$ cat config.mk
export PLATFORM = sky130hd
export DESIGN_NAME = regfile_mp_flat
export DESIGN_NICKNAME = d
export VERILOG_FILES = /design/src/rtl/regfile_mp_if.sv /design/src/rtl/regfile_mp.sv /design/src/flat_wrapper.sv
export SDC_FILE = /design/constraint.sdc
export NUM_CORES = 2
export LEC_CHECK = 0
export BUFFER_PORTS_ARGS = -buffer_cell sky130_fd_sc_hd__buf_4
export CORE_MARGIN = 5
export CORE_UTILIZATION = 55
export DETAILED_ROUTE_END_ITERATION = 8
export PLACE_DENSITY_LB_ADDON = 0.1
export RECOVER_POWER = 50
export SETUP_SLACK_MARGIN = 0.05
export SKIP_CTS_REPAIR_TIMING = 1
export SYNTH_ARGS = -nofsm -noshare
export SYNTH_HDL_FRONTEND = slang
export SYNTH_SLANG_ARGS = --single-unit
export TNS_END_PERCENT = 10
$ cat constraint.sdc
create_clock -name clk -period 5.1 [get_ports clk]
set_clock_uncertainty 0.2 [all_clocks]
set_input_delay 1.02 -clock clk [delete_from_list [all_inputs] [get_ports clk]]
set_output_delay 1.02 -clock clk [all_outputs]
set_load 0.005 [all_outputs]
$ cat src/rtl/regfile_mp_if.sv
// Bus bundle for regfile_mp: read ports, two write ports, scoreboard set and clear-sweep control.
// The execute stage drives through 'master'; the register file attaches to 'slave'.
interface regfile_mp_if #(
    parameter int unsigned XLEN  = 32,
    parameter int unsigned NREGS = 32,
    parameter int unsigned NREAD = 2
);
    localparam int unsigned AW = $clog2(NREGS);

    logic                  init_start;
    logic                  init_busy;

    logic [NREAD*AW-1:0]   rd_addr;
    logic [NREAD*XLEN-1:0] rd_data;
    logic [NREAD-1:0]      rd_pend;

    logic                  wa_en;
    logic [AW-1:0]         wa_addr;
    logic [XLEN-1:0]       wa_data;

    logic                  wb_en;
    logic [AW-1:0]         wb_addr;
    logic [XLEN-1:0]       wb_data;

    logic                  sb_set_en;
    logic [AW-1:0]         sb_set_addr;

    logic                  wr_collision;

    modport master (
        output init_start,
        output rd_addr,
        output wa_en, wa_addr, wa_data,
        output wb_en, wb_addr, wb_data,
        output sb_set_en, sb_set_addr,
        input  init_busy,
        input  rd_data,
        input  rd_pend,
        input  wr_collision
    );

    modport slave (
        input  init_start,
        input  rd_addr,
        input  wa_en, wa_addr, wa_data,
        input  wb_en, wb_addr, wb_data,
        input  sb_set_en, sb_set_addr,
        output init_busy,
        output rd_data,
        output rd_pend,
        output wr_collision
    );
endinterface

$ cat src/rtl/regfile_mp.sv
// Multi-port integer register file: NREAD bypassed read ports, two prioritised write ports,
// a pending-write scoreboard and a clear sequencer that zeroes the array after reset or on request.
module regfile_mp #(
    parameter int unsigned XLEN     = 32,
    parameter int unsigned NREGS    = 32,
    parameter int unsigned NREAD    = 2,
    parameter bit          ZERO_REG = 1'b1
) (
    input  logic         clk,
    input  logic         reset_n,
    regfile_mp_if.slave  bus
);
    localparam int unsigned AW = $clog2(NREGS);

    typedef enum logic {StIdle, StSweep} state_e;

    state_e            state_q;
    logic              busy_q;
    logic [AW-1:0]     cnt_q;
    logic [NREGS-1:0]  pend_q;
    logic [NREGS-1:0]  pend_d;
    logic              coll_q;
    logic              coll_d;
    logic [XLEN-1:0]   mem_q [NREGS];

    logic              we_a;
    logic              we_b;
    logic              sb_set;
    logic              sweep_last;

    // Writes to the hardwired zero register are not effective: no storage, no scoreboard clear.
    assign we_a = bus.wa_en && !busy_q && !(ZERO_REG && (bus.wa_addr == '0));
    assign we_b = bus.wb_en && !busy_q && !(ZERO_REG && (bus.wb_addr == '0));

    assign sb_set = bus.sb_set_en && !busy_q && !(ZERO_REG && (bus.sb_set_addr == '0));

    assign coll_d = we_a && we_b && (bus.wa_addr == bus.wb_addr);

    assign sweep_last = (cnt_q == AW'(NREGS - 1));

    // A set and a clear of the same register in one cycle leave it set.
    always_comb begin
        pend_d = pend_q;
        for (int unsigned i = 0; i < NREGS; i++) begin
            if ((we_a && (bus.wa_addr == AW'(i))) || (we_b && (bus.wb_addr == AW'(i)))) begin
                pend_d[i] = 1'b0;
            end
            if (sb_set && (bus.sb_set_addr == AW'(i))) begin
                pend_d[i] = 1'b1;
            end
        end
    end

    always_ff @(posedge clk or negedge reset_n) begin
        if (!reset_n) begin
            state_q <= StSweep;
            busy_q  <= 1'b1;
            cnt_q   <= '0;
            pend_q  <= '0;
            coll_q  <= 1'b0;
        end else begin
            pend_q <= pend_d;
            coll_q <= coll_d;
            unique case (state_q)
                StIdle: begin
                    if (bus.init_start) begin
                        state_q <= StSweep;
                        busy_q  <= 1'b1;
                        cnt_q   <= '0;
                        pend_q  <= '0;
                    end
                end
                StSweep: begin
                    cnt_q <= cnt_q + 1'b1;
                    if (sweep_last) begin
                        state_q <= StIdle;
                        busy_q  <= 1'b0;
                    end
                end
            endcase
        end
    end

    // Array has no reset; the sweep is the only way it is cleared. B overrides A on a shared address.
    always_ff @(posedge clk) begin
        if (busy_q) begin
            mem_q[cnt_q] <= '0;
        end else begin
            if (we_a && !(we_b && (bus.wb_addr == bus.wa_addr))) begin
                mem_q[bus.wa_addr] <= bus.wa_data;
            end
            if (we_b) begin
                mem_q[bus.wb_addr] <= bus.wb_data;
            end
        end
    end

    for (genvar k = 0; k < NREAD; k++) begin : g_rd
        logic [AW-1:0]   addr;
        logic            zero;
        logic            hit_a;
        logic            hit_b;
        logic [XLEN-1:0] data;

        assign addr  = bus.rd_addr[k*AW +: AW];
        assign zero  = busy_q || (ZERO_REG && (addr == '0));
        assign hit_a = we_a && (bus.wa_addr == addr);
        assign hit_b = we_b && (bus.wb_addr == addr);

        always_comb begin
            data = mem_q[addr];
            if (zero) begin
                data = '0;
            end else if (hit_b) begin
                data = bus.wb_data;
            end else if (hit_a) begin
                data = bus.wa_data;
            end
        end

        assign bus.rd_data[k*XLEN +: XLEN] = data;
        assign bus.rd_pend[k]              = !zero && pend_q[addr] && !hit_a && !hit_b;
    end

    assign bus.init_busy    = busy_q;
    assign bus.wr_collision = coll_q;

endmodule
$ cat src/flat_wrapper.sv
// flat-port wrapper written by rule: the top's interface ports become plain ports
module regfile_mp_flat 
#(
    parameter int unsigned XLEN     = 32,
    parameter int unsigned NREGS    = 32,
    parameter int unsigned NREAD    = 2,
    parameter bit          ZERO_REG = 1'b1
)
  (clk, reset_n, bus_init_start, bus_rd_addr, bus_wa_en, bus_wa_addr, bus_wa_data, bus_wb_en, bus_wb_addr, bus_wb_data, bus_sb_set_en, bus_sb_set_addr, bus_init_busy, bus_rd_data, bus_rd_pend, bus_wr_collision);
  regfile_mp_if #(.XLEN(XLEN), .NREGS(NREGS), .NREAD(NREAD)) bus_i ();
  input  logic clk;
  input  logic reset_n;
  input wire logic [$bits(bus_i.init_start)-1:0] bus_init_start;
  input wire logic [$bits(bus_i.rd_addr)-1:0] bus_rd_addr;
  input wire logic [$bits(bus_i.wa_en)-1:0] bus_wa_en;
  input wire logic [$bits(bus_i.wa_addr)-1:0] bus_wa_addr;
  input wire logic [$bits(bus_i.wa_data)-1:0] bus_wa_data;
  input wire logic [$bits(bus_i.wb_en)-1:0] bus_wb_en;
  input wire logic [$bits(bus_i.wb_addr)-1:0] bus_wb_addr;
  input wire logic [$bits(bus_i.wb_data)-1:0] bus_wb_data;
  input wire logic [$bits(bus_i.sb_set_en)-1:0] bus_sb_set_en;
  input wire logic [$bits(bus_i.sb_set_addr)-1:0] bus_sb_set_addr;
  output wire logic [$bits(bus_i.init_busy)-1:0] bus_init_busy;
  output wire logic [$bits(bus_i.rd_data)-1:0] bus_rd_data;
  output wire logic [$bits(bus_i.rd_pend)-1:0] bus_rd_pend;
  output wire logic [$bits(bus_i.wr_collision)-1:0] bus_wr_collision;
  assign bus_i.init_start = bus_init_start;
  assign bus_i.rd_addr = bus_rd_addr;
  assign bus_i.wa_en = bus_wa_en;
  assign bus_i.wa_addr = bus_wa_addr;
  assign bus_i.wa_data = bus_wa_data;
  assign bus_i.wb_en = bus_wb_en;
  assign bus_i.wb_addr = bus_wb_addr;
  assign bus_i.wb_data = bus_wb_data;
  assign bus_i.sb_set_en = bus_sb_set_en;
  assign bus_i.sb_set_addr = bus_sb_set_addr;
  assign bus_init_busy = bus_i.init_busy;
  assign bus_rd_data = bus_i.rd_data;
  assign bus_rd_pend = bus_i.rd_pend;
  assign bus_wr_collision = bus_i.wr_collision;
  regfile_mp #(.XLEN(XLEN), .NREGS(NREGS), .NREAD(NREAD), .ZERO_REG(ZERO_REG)) u_core (.clk(clk), .reset_n(reset_n), .bus(bus_i));
endmodule
# Word-level counts from Yosys, hierarchy flattened
# Memories as Yosys holds them, arrays and structs flattened.
# Index checks and enable logic that the tools add are counted.
# W data, S select, Z words.
# totals
regBits	40
ram_bits	1024
input_bits	95
output_inout_bits	68
word_cells	375
n_memories	1
# op_classes
n_reduce_logical	168
n_eq_ne	102
mux	95
order_cmp	2
add_sub_neg	1
bitwise_logic	1
# memory_table
name	words	word_bits	read_ports	rd_clocked_by_memory_dff	write_ports	line	rtl
u_core.mem_q	32	32	2	0	2	regfile_mp.sv:24	logic [XLEN-1:0] mem_q [NREGS];
# ops
operator	count
$mux W32	9
$eq A5 B5 Y1 const B	49
$eq A5 B4 Y1 const B	24
$logic_and A1 B1 Y1	116
$mux W1	79
$eq A5 B3 Y1 const B	12
$logic_or A1 B1 Y1	34
$reduce_or A32 Y1	1
$eq A5 B2 Y1 const B	6
$eq A5 B5 Y1	6
$logic_not A5 Y1	5
$eq A5 B1 Y1 const B	3
$lt A5 B6 Y1 const B	2
$logic_not A1 Y1	11
$bmux W1 S5	2
$mux W5	2
$pmux W5 S2	1
$add A5 B1 Y5 const B	1
$ne A2 B2 Y1 const B	2
$pmux W1 S2	2
$reduce_and A2 Y1	1
$not A1 Y1	1

# Logic depth before layout (Yosys ltp)
# depth
depth_word	11
depth_mapped	10
mapped_depth_nobuf	6

# Worst setup path before layout
# No wires, ideal clock.
# synth_timing
path_kind	in2reg
start	input bus_wb_addr[0]
end	memory u_core.mem_q[26][0] (enable)
path_buffers	3
path_stages	9
required_ns	4.467
setup_slack_ns	0.153
arrival_ns	4.314
setup_time_ns	0.433
path_cell_list	buf_2 or2_1 buf_2 nor4_4 nor4b_2 nor2_2 buf_2 mux2_2 o22ai_1
# synth_lines
item	line	rtl
from (decl)	flat_wrapper.sv:19	input wire logic [$bits(bus_i.wb_addr)-1:0] bus_wb_addr;
to (decl)	regfile_mp.sv:24	

# Worst setup path after layout
# layout_timing
start	input bus_wb_addr[0]
end	output bus_rd_data[33]
# layout_via
elab_chain_len	6
word_cells_on_any_way	7
cone_classes	eq/ne (1); mux (2); reduce/logical (4)
# layout_lines
item	line	rtl
$logic_not A5 Y1	regfile_mp.sv:33	assign we_b = bus.wb_en && !busy_q && !(ZERO_REG && (bus.wb_addr == '0));
$logic_not A1 Y1	regfile_mp.sv:33	
$logic_and A1 B1 Y1	regfile_mp.sv:33	
$logic_and A1 B1 Y1 (*)	regfile_mp.sv:108	assign hit_b = we_b && (bus.wb_addr == addr);
$mux W32 (*)	regfile_mp.sv:114	end else if (hit_b) begin
$mux W32 (*)	regfile_mp.sv:112	if (zero) begin
to (decl)	flat_wrapper.sv:24	output wire logic [$bits(bus_i.rd_data)-1:0] bus_rd_data;
# Mark *: on every way between the ends. The rest lies on a longest branch, timed or not.

==> impl_metrics.tcl <==
set metrics [dict create \
    status "finished with violations" \
    violations "capacitance limit, slew limit" \
    clk_latency_ps 730 \
    multiInputGateArea_sq_mm 0.0285 \
    nNetsFinal 5988 \
    drtIter0Drc 8418 \
    met1_usage_pct 50.4 \
    grt_pass1_wl_um 360000 \
    leakagePower_uw 0.0247 \
    dieArea_sq_mm 0.121 \
    grt.total_usage_pct 41.2 \
    coreArea_sq_mm 0.113 \
    cp.arrival_ps 3810 \
    netlist_instances 6056 \
    syn_area_per_cell_sq_um 10.3 \
    rsz0062_at_grt "true" \
    grt_use_met2_pct 63.3 \
    synth.area.top_cells "edfxtp_1 (49%), mux2i_1 (12%), o21ai_1 (7.5%)" \
    seq_area_frac_synth_pct 50.7 \
    slowest_delay_ps 680 \
    fin_crit_sh_pct 98.6 \
    drc 0 \
    synth-async-reset-ratio_pct 3.76 \
    crit_family "simple AND/OR/NAND/NOR gates" \
    critPathMaxFanout 33 \
    clock_tree.root_cell "clkbuf_16" \
    r2r_setup_slack_ps 130 \
    yosysMostFrequentCell "nand2_1" \
    crit_buf_inv 3 \
    start_util_pct 55.5 \
    hold_violations 0 \
    num-fill-cells 8906 \
    first_pass_iters 8 \
    syn_area_sq_mm 0.0626 \
    dieWidth_um 347 \
    crit_start "bus_wb_addr[0]" \
    crit_end "bus_rd_data[33]" \
    grt_max_degree 66 \
    ant_nets 0 \
    synth_seq_cells 1064 \
    rr_endpoint "u_core.mem_q[9][18]$_DFFE_PP_" \
    critical_path_class "input pin to primary output" \
    min_period_ps 5030 \
    place.gp.congestion 0.927 \
    placement_rows 123 \
    maxSlewHeadroom_pct -82.3 \
    cts.path.max_buffers 3 \
    crit_required_ps 3880 \
    r2r-start "u_core.bus.init_busy$_DFFE_PN1P_" \
    r2r_cells 5 \
    syn_nets 6153 \
    routed_wl_um 258000 \
    io_pins 163 \
    drive_gt1_share_pct 14.0 \
    finalSetupViolCount 0 \
    crit_chain "buf_4, or2_0, nor4_4, nor4_4, or4_2, buf_12, a41oi_1, a221o_1, buf_4" \
    start_kind "input pin" \
    port_buffers 162 \
    dieHeight_um 347 \
    synth_common_cells "nand2_1 (1110), edfxtp_1 (1024), o21ai_1 (940)" \
    cap_violations 29 \
    htreeDepth 3 \
    vias 53300 \
    overflow 0 \
    grt.met3_usage_pct 11.2 \
    ys_types 58 \
    synth_ff_type "edfxtp_1" \
    setup-tns-final_ps 0 \
    viasPerCell 7.11 \
    final_area_sq_mm 0.0703 \
    final-max-slew-violation-count 1037 \
    ir_worst_vdd_mv 0.312 \
    ys_warn_count 0 \
    area_growth_syn_to_layout_pct 12.4 \
    clock_sinks 1064 \
    regArea_sq_mm 0.0318 \
    clk_pin_slew_ps 60 \
    numCtsBuffers 116 \
    grt_pass1_vias 50700 \
    p_per_area_mw_per_mm2 367 \
    synth_top_area_share_pct 49.1 \
    synth_edf_count 1024 \
    cp-end-kind "primary output" \
    yosysTopAreaCell "edfxtp_1" \
    slowest_stage "or4_2" \
    placed_area_sq_mm 0.0671 \
    top_usage_layer "met2" \
    hold_path_class "input pin to flip-flop" \
    antenna_found_initial 13 \
    cp.depth 9 \
    tightest_slew_ps 2730 \
    max_freq_mhz 199 \
    wl_per_cell_um 34.4 \
    place_hpwl_um 150000 \
    tritoncts "built" \
]
cell families after synthesis:
logic type | after synthesis | share of synthesized area [%]
AO/OA/AOI/OAI | 1675 | 15.6
XOR/XNOR | 25 | 0.350
adder cells (fa/ha/maj) | 2 | 0.0400
buffers and inverters | 774 | 4.77
flip-flops | 1064 | 50.7
multiplexers | 920 | 17.8
AND/OR/NAND/NOR | 1596 | 10.6
metal layers:
layer,share of wire (%),up-vias,wire [um]
li1,-,22100,-
met5,0.013,-,33
met3,13,1247,34100
met2,44,4472,114000
met4,9.0,6,23200
met1,33,25400,86400
state kept, by name (all words and copies together) (netlist names):
signal and count:
u_core.cnt_q 5, u_core.state_q 1, u_core.bus.init_busy 1, u_core.bus.wr_collision 1
u_core.mem_q 1024, u_core.pend_q 32
cell usage in the layout, fill, tap and decap left out, types with 20 or more instances in the layout:
cell       synthesis  layout
o31ai_1           32      32
o21ai_1          940      45
a22o_1            32      32
buf_4              1     309
a41oi_1           32      31
nand3_1          136     136
a21oi_1          132     131
clkinv_2           0      26
mux2i_1          762     762
dfrtp_1           38      38
clkbuf_1         531      64
o22ai_4            0      20
a221oi_1          31      31
o21ai_0           62     952
edfxtp_1        1024    1024
a221o_1           32      32
a211oi_1          31      31
nand2_1         1110    1110
o22ai_1          147     127
nor2b_1           84      78
inv_2             21      21
clkbuf_16          0     119
a22oi_1          177     177
clkinv_1           0      25
nor2_1           186     171
buf_12             0      87
mux4_2           156     156
cell type report:
cell class                      count  share of cell area, %
Sequential cell                  1064                   45.1
Multi-Input combinational cell   4218                   40.5
Timing Repair Buffer              456                   6.18
Clock buffer                      147                   4.43
Tap cell                         1500                   2.67
Clock inverter                     69                  0.824
Inverter                           35                  0.187
Antenna cell                       10                 0.0356
stage by stage:
step / setup slack (ps) / util (%) / hold slack [ps] / instances / total power, uW
after floorplan: 153 / - / 277 / 6056 / 14700
after global placement: 103 / 59.4 / 311 / 7273 / 17400
after detailed placement: 119 / 59.4 / 323 / 7273 / 17600
after CTS: 101 / 62.7 / 74.5 / 7489 / 25700
after global routing: 16.6 / 62.3 / 302 / 7495 / 26400
final: 71.9 / 62.4 / 300 / 7499 / 25800
worst reg2reg max path: stages (launching register included):
cell      delay (ps)
dfstp_2          470
nand2b_1         370
or3_1            640
nor2_1          1900
clkbuf_2         830
o21ai_0          250
how the worst min path moves through the flow:
stage                                  endpoint                        start  depth (start not counted)  slack, ps
floorplan            u_core.pend_q[0]$_DFF_PN0_   u_core.pend_q[0]$_DFF_PN0_                          1        280
global placement    u_core.pend_q[19]$_DFF_PN0_  u_core.pend_q[19]$_DFF_PN0_                          2        310
detailed placement   u_core.pend_q[0]$_DFF_PN0_   u_core.pend_q[0]$_DFF_PN0_                          1        320
CTS                 u_core.pend_q[10]$_DFF_PN0_                      reset_n                          1         70
global route        u_core.cnt_q[1]$_DFFE_PN0P_               bus_init_start                          2        300
finish              u_core.cnt_q[1]$_DFFE_PN0P_               bus_init_start                          2        300
power breakdown:
| part | total [uW] | switching, uW | internal, uW |
|---|---|---|---|
| combinational | 5950 | 3900 | 2050 |
| sequential | 11500 | 569 | 10900 |
| clock | 8360 | 3620 | 4750 |
| total | 25800 | 8090 | 17700 |
No activity file was read; power rests on OpenSTA's default activity.
